$ cat src/rtl/register_file.sv
`default_nettype none
// ============================================================================
// Module   : register_file
// Purpose  : RV32I integer register file with two combinational read ports and
//            one write port. After reset it clears x1..x31 and holds init_busy
//            high until the clear is done. Optional macro REGFILE_WRITE_BYPASS_EN
//            forwards a same-cycle write to any read port that addresses it.
// Revision : 1.0  initial release
// ============================================================================
module register_file #(
   parameter int XLEN  = 32,
   parameter int NREGS = 32
) (
   input  logic            clk,
   input  logic            rst_n,
   input  logic            write_enable,
   input  logic [4:0]      write_addr,
   input  logic [XLEN-1:0] write_value,
   input  logic [4:0]      read_addr_1,
   input  logic [4:0]      read_addr_2,
   output logic [XLEN-1:0] read_value_1,
   output logic [XLEN-1:0] read_value_2,
   output logic            init_busy
);

   localparam logic [0:0] c_ST_CLEAR = 1'b0;
   localparam logic [0:0] c_ST_READY = 1'b1;
   localparam logic [4:0] c_LAST_IDX = 5'd31;
   localparam logic [4:0] c_ZERO_ADR = 5'd0;

   logic [0:0]      r_state;
   logic [4:0]      r_clear_idx;
   // x0 is hardwired to zero, so only x1..x31 have storage.
   logic [XLEN-1:0] r_regs [1:NREGS-1];

   logic            w_ready;
   logic            w_wr_valid;
   logic            w_bypass_1;
   logic            w_bypass_2;

   assign w_ready    = (r_state == c_ST_READY);
   assign w_wr_valid = w_ready && write_enable && (write_addr != c_ZERO_ADR);
   assign init_busy  = ~w_ready;

   always_ff @(posedge clk or negedge rst_n) begin
      if (!rst_n) begin
         r_state     <= c_ST_CLEAR;
         r_clear_idx <= 5'd1;
      end else if (r_state == c_ST_CLEAR) begin
         if (r_clear_idx == c_LAST_IDX) begin
            r_state <= c_ST_READY;
         end else begin
            r_clear_idx <= r_clear_idx + 5'd1;
         end
      end
   end

   // Storage has no reset; the clear sequence zeroes it instead.
   always_ff @(posedge clk) begin
      if (r_state == c_ST_CLEAR) begin
         r_regs[r_clear_idx] <= '0;
      end else if (w_wr_valid) begin
         r_regs[write_addr] <= write_value;
      end
   end

`ifdef REGFILE_WRITE_BYPASS_EN
   assign w_bypass_1 = w_wr_valid && (write_addr == read_addr_1);
   assign w_bypass_2 = w_wr_valid && (write_addr == read_addr_2);
`else
   assign w_bypass_1 = 1'b0;
   assign w_bypass_2 = 1'b0;
`endif

   always_comb begin
      read_value_1 = '0;
      if (w_ready && (read_addr_1 != c_ZERO_ADR)) begin
         if (w_bypass_1) begin
            read_value_1 = write_value;
         end else begin
            read_value_1 = r_regs[read_addr_1];
         end
      end
   end

   always_comb begin
      read_value_2 = '0;
      if (w_ready && (read_addr_2 != c_ZERO_ADR)) begin
         if (w_bypass_2) begin
            read_value_2 = write_value;
         end else begin
            read_value_2 = r_regs[read_addr_2];
         end
      end
   end

endmodule
`default_nettype wire

$ cat config.mk
export PLATFORM = sky130hd
export DESIGN_NAME = register_file
export DESIGN_NICKNAME = d
export VERILOG_FILES = /design/src/rtl/register_file.sv
export SDC_FILE = /design/constraint.sdc
export NUM_CORES = 1
export LEC_CHECK = 0
export BUFFER_PORTS_ARGS = -buffer_cell sky130_fd_sc_hd__buf_2
export CORE_ASPECT_RATIO = 0.5
export CORE_MARGIN = 3
export CORE_UTILIZATION = 30
export CTS_BUF_LIST = sky130_fd_sc_hd__clkbuf_2 sky130_fd_sc_hd__clkbuf_4 sky130_fd_sc_hd__clkbuf_8
export CTS_CLUSTER_SIZE = 40
export DETAILED_ROUTE_END_ITERATION = 6
export MAX_ROUTING_LAYER = met4
export PLACE_DENSITY = 0.55
export SYNTH_ARGS = -nofsm -noshare
export SYNTH_HDL_FRONTEND = slang
export SYNTH_SLANG_ARGS = --single-unit
$ cat constraint.sdc
create_clock -name clk -period 5.7 [get_ports clk]
set_input_delay 1.14 -clock clk [delete_from_list [all_inputs] [get_ports clk]]
set_output_delay 1.14 -clock clk [all_outputs]
set_load 0.02 [all_outputs]
==> results.yml, run 1 <==
setup_path:
  critPathLaunchType: "input port"
  critical_path_class: "in -> out"
  worstPathMaxFanout: 50
  crit_start: "read_addr_1[1]"
  r2r_end: "r_regs[27][6]"
  reg2reg_setup_slack_ps: 1850
  timing.critical_path.to: "read_value_1[6]"
  cp_data_arrival_time_ps: 4380
  end_kind: "output port"
  reg2reg_depth: 6
  r2r-start: "r_state"
  worst_ep_required_time_ps: 4560
synth:
  ys_types: 50
  synth_seq_area_share: 0.632
  syn_nets: 2954
  synth_warnings: 0
  synth-simple-area-share: 0.0360
  synth.avg_cell_area_um2: 16.3
  netlist.area_leader.share: 0.629
  ys_seq_elements: 998
  synth_common_cells: "992 x edfxtp_1, 395 x mux2i_1, 256 x mux4_2"
  synthArstFlopShare: 0.00601
  synth_edf_count: 992
  synth_area_mm2: 0.0474
  synth_ff_type: "edfxtp_1"
  synth_top_family_by_area: "multiplexers"
  synth_fa_ha_area_frac: 0.000528
  synth_top_cell_by_area: "edfxtp_1"
  synthCells: 2902
  post-synth-top-count-cell: "edfxtp_1"
  muxShareOfSynthArea: 0.229
  synth_xor_area_frac: 0.000555
  synth_area_leaders: "edfxtp_1 63%, mux4_2 12%, mux2i_1 8.3%"
  synth_compound_area_frac: 0.0767
route:
  vias: 30455
  wl_per_cell_um: 30.3
  drt-pass1-iter-count: 6
  ant_nets: 0
  via_per_inst: 5.69
  drt_iter0_markers: 3409
  post-route-drc-count: 0
  wirelength_um: 162000
timing:
  drv_slew: 0
  slew_headroom: 0.115
  setup_viol: 0
  fmax_mhz: 181
  period_needed_ps: 5520
  hold_viol: 0
  final.setup.tns_ps: 0
  worstMarginPinSlew_ps: 1320
  skew_ps: 44.7
  post-route-period-util: 0.969
  rsz0062_at_grt: "no"
clock_network:
  cts-root-buf: "clkbuf_8"
  post-cts-setup-buffers: 0
  htreeDepth: 4
  numCtsBuffers: 164
  clkTransAtPathRegs_ps: 70
  cts.sinks: 998
  clkLatencyLatePin_ps: 870
  tritoncts: "yes"
  clk_path_buf_depth: 3
power_and_ir_drop:
  vdd_drop_max_uv: 172
  leakage_nw: 19.5
  power_density_mw_per_mm2: 290
floorplan:
  die_w_um: 568
  boundaryPins: 115
  die_h_um: 287
  die_area_mm2: 0.163
  rows: 102
  core_area_mm2: 0.156
  start_util: 0.304
placed_design:
  place_inst: 5054
  portBuffers: 114
  dp_hpwl_um: 97800
  routabilityCongestion: 0.844
finish:
  final_nets: 3193
  syn_to_final_growth_pct: 15.4
  final_cells: 5348
  fill_cells: 14770
  drive_gt1_frac: 0.297
global_route:
  track_usage: 0.201
  grt_pass1_wl_um: 229000
  grt_pass1_vias: 30663
  antenna_found_initial: 8
  grt_start_max_net_pins: 61
  grt_overflow_total: 0
status:
  status: "finished clean"
min_path:
  hp-class: "reg -> reg"
flow_run:
  max_cap_violations: 0
## flip-flops by register name, indices dropped and copies added, names as in the netlist
register and cells:
r_regs 992, r_clear_idx 5, r_state 1
## how the worst min path moves through the flow
stage	end	slack [ps]	startpoint	cells past startpoint
2_1_floorplan	r_clear_idx[3]	490	r_clear_idx[3]	1
3_3_place_gp	r_clear_idx[3]	550	r_clear_idx[3]	1
3_5_place_dp	r_clear_idx[0]	540	r_clear_idx[0]	2
4_1_cts	r_clear_idx[4]	530	rst_n	2
5_1_grt	r_clear_idx[0]	580	r_clear_idx[0]	2
6_report	r_clear_idx[0]	560	r_clear_idx[0]	2
## cells in the final DEF, fill, tap and decap left out, types with 6 or more instances in the layout
cell type / count
mux4_2: 256
o32ai_1: 18
clkbuf_8: 170
a211oi_1: 80
buf_12: 22
a2111oi_0: 23
a22oi_1: 64
edfxtp_1: 992
a221oi_1: 37
nor3_1: 60
nand2_1: 39
a2111oi_1: 9
o21ai_0: 84
a211o_1: 16
a31oi_1: 28
nor2_1: 129
buf_4: 176
inv_1: 8
a21oi_1: 78
nor2b_1: 48
clkbuf_4: 48
nor2_4: 32
clkinv_2: 17
mux2_2: 102
clkinvlp_4: 6
a21boi_0: 16
clkinv_1: 40
mux2i_1: 395
and2_1: 32
buf_2: 107
o22ai_1: 66
## routing by layer
metal / routed length [um] / track usage / up-vias
li1: - / - / 12466
met1: 67500 / 0.260 / 16194
met2: 76200 / 0.317 / 1454
met3: 11500 / 0.0281 / 341
met4: 6630 / 0.0845 / 0
met5: 0 / - / -
## stage by stage
stage / cell area [um2] / utilization / total power, mW / hold WS (ps) / setup WS, ps
floorplan: 47400 / - / 9.15 / 495 / 1710
global placement: 51500 / 0.331 / 9.81 / 546 / 179
detailed placement: 51500 / 0.331 / 9.82 / 541 / 104
CTS: 54600 / 0.351 / 16.0 / 534 / 93.0
global route: 54700 / 0.351 / 16.3 / 584 / 90.1
finish: 54700 / 0.351 / 15.9 / 559 / 179
## report_power, final
group | internal (mW) | switching [mW] | leakage [nW]
sequential | 8.11 | 0.00838 | 10.4
combinational | 0.524 | 1.03 | 7.55
clock | 3.21 | 2.98 | 1.64
## kinds of logic (layout without fill, tap and decap cells)
family	count (synthesis)	count (layout)
AO/OA/AOI/OAI	533	533
XOR/XNOR	3	3
adder cells (fa/ha/maj)	2	2
buffers and inverters	248	609
flip-flops	998	998
multiplexers	753	753
other	0	5
AND/OR/NAND/NOR	365	365
## final cells by class
type	count	area, um2	area share
Antenna cell	5	12.5	0.000229
Clock buffer	218	2700	0.0494
Clock inverter	70	408	0.00746
Inverter	9	33.8	0.000618
Multi-Input combinational cell	1656	16600	0.303
Sequential cell	998	29900	0.548
Tap cell	2080	2600	0.0476
Timing Repair Buffer	312	2390	0.0437
## timing repair
| action | in CTS | in global routing |
|---|---|---|
| hold buffers | 1 | 0 |
| gates resized for setup | 0 | 1 |
| hold endpoints to repair | 5 | 0 |
| endpoints found under the setup margin | 0 | 1 |
## worst max-delay path, cell delays in order
cell	delay, ps
buf_8	410
buf_4	750
mux2i_1	170
a221oi_1	310
o21ai_0	210
a311oi_1	990
buf_2	330
Note: power is estimated with default switching activity, not from simulation.
==> inputs of run 2 (changes only) <==
CORE_MARGIN = not set   (was 3)
==> run 2 against run 1 <==
Net effect: critical endpoint is now read_value_2[9]; largest power group unchanged; design area decreased by 0.29%; die area decreased by 2.1%; core utilization decreased by 0.073 points; combinational power about the same; register-to-register slack got worse by 290 ps; worst setup slack improved by 230 ps; clock power decreased by 2%; worst hold slack got worse by 470 ps.
==> results.yml, run 2 (synthesis results as in run 1) <==
status:
  status: "finished clean"
finish:
  final_cells: 5315
  design_area_mm2: 0.0545
  most-common-layout-cells: "992 x edfxtp_1, 395 x mux2i_1, 256 x mux4_2, 171 x clkbuf_8, 134 x buf_4"
  top_regs: "r_regs (992), r_clear_idx (5), r_state (1)"
  final_nets: 3162
  syn_to_final_growth_pct: 15.1
  largest_reg_flops: 992
  mostFrequentLayoutCell: "edfxtp_1"
  regMostFlops: "r_regs"
  drive_gt1_frac: 0.288
floorplan:
  die_area_mm2: 0.160
  start_util: 0.304
  die_h_um: 283
  boundaryPins: 115
  rows: 102
  die_w_um: 564
  core_area_mm2: 0.156
clock_network:
  post-cts-setup-buffers: 0
  cts_hold_buf: 0
  tritoncts: "yes"
  numCtsBuffers: 163
  htreeDepth: 4
  clkLatencyLatePin_ps: 870
  cts-root-buf: "clkbuf_8"
  ctsResizeCount: 0
  clkTransAtPathRegs_ps: 50
  clk_path_buf_depth: 3
  cts.sinks: 998
power_and_ir_drop:
  power_switching_mw: 3.97
  intPower_mw: 11.7
  power_density_mw_per_mm2: 288
  netSwitchingFraction: 0.253
  p_seq_frac: 0.517
  p_clk_frac: 0.384
  vdd_drop_max_uv: 174
  p_comb_frac: 0.099
  power_mw: 15.7
  leakage_nw: 19.4
placed_design:
  place_inst: 5025
  dp_hpwl_um: 100000
  routabilityCongestion: 0.858
  portBuffers: 114
  dpl_cell_area_mm2: 0.0515
route:
  wirelength_um: 166000
  wl_per_cell_um: 31.3
  ant_nets: 0
  post-route-drc-count: 0
  via_per_inst: 5.72
  drt-pass1-iter-count: 5
  vias: 30414
  drt_iter0_markers: 3598
timing:
  worstMarginPinSlew_ps: 1240
  post-route-period-util: 0.928
  hold_viol: 0
  rsz0062_at_grt: "no"
  skew_ps: 17.4
  drv_slew: 0
  slew_headroom: 0.165
  fmax_mhz: 189
  period_needed_ps: 5290
  final.setup.tns_ps: 0
  setup_viol: 0
setup_path:
  worst_ep_required_time_ps: 4560
  cp_data_arrival_time_ps: 4150
  worstPathMaxFanout: 35
  r2r-start: "r_state"
  reg2reg_depth: 6
  end_kind: "output port"
  r2r_end: "r_regs[9][1]"
  critical_path_class: "in -> out"
  critPathLaunchType: "input port"
  reg2reg_setup_slack_ps: 1560
global_route:
  grt_use_met3: 0.0443
  antenna_found_initial: 9
  met2_usage: 0.324
  grt_overflow_total: 0
  grt_pass1_vias: 30525
  grt_use_met1: 0.271
  busiest_layer: "met2"
  grt_pass1_wl_um: 232000
  grt_start_max_net_pins: 104
  track_usage: 0.211
min_path:
  hp-class: "in -> async"
flow_run:
  max_cap_violations: 0
==> run 2: worst max-delay path: stages <==
cell and delay (ps):
buf_6 380, or2_2 680, o22ai_1 140, nor3_1 350, a221oi_1 140, o21ai_0 880, buf_2 330
==> run 2: final cells by class <==
cell class / instances / area [um2]
Multi-Input combinational cell: 1656 / 16600
Antenna cell: 11 / 27.5
Timing Repair Buffer: 282 / 2320
Clock inverter: 57 / 265
Clock buffer: 222 / 2740
Tap cell: 2080 / 2600
Sequential cell: 998 / 29900
Inverter: 9 / 33.8
Fill cell: 14742 / 101000
==> run 2: stage by stage <==
stage / hold WS [ps] / setup WS [ps] / utilization
3_3_place_gp: 531 / 429 / 0.331
6_report: 89.4 / 412 / 0.350
5_1_grt: 58.1 / 395 / 0.350
3_5_place_dp: 547 / 431 / 0.331
4_1_cts: 5.70 / 431 / 0.350
2_1_floorplan: 495 / 1710 / -
==> run 2: power by group through the flow <==
stage	sequential, mW	combinational [mW]	clock (mW)
final	8.12	1.56	6.04
after global routing	8.12	1.61	6.41
after CTS	8.12	1.55	6.13
after detailed placement	8.28	1.55	0
after global placement	8.28	1.53	0
after floorplan	8.27	0.874	0
==> run 2: how the worst max path moves through the flow <==
stage	cells past startpoint	end	slack, ps	from
after floorplan	8	read_value_1[17]	1710	read_addr_1[0]
after global placement	7	read_value_2[9]	430	read_addr_2[1]
after detailed placement	7	read_value_2[9]	430	read_addr_2[1]
after CTS	7	read_value_2[9]	430	read_addr_2[1]
after global routing	7	read_value_2[9]	390	read_addr_2[3]
final	7	read_value_2[9]	410	read_addr_2[1]
==> run 2: routing by layer <==
layer | vias to the layer above | share of wire
li1 | 12441 | -
met1 | 16142 | 0.41
met2 | 1513 | 0.47
met3 | 318 | 0.081
met4 | 0 | 0.039
met5 | - | 0
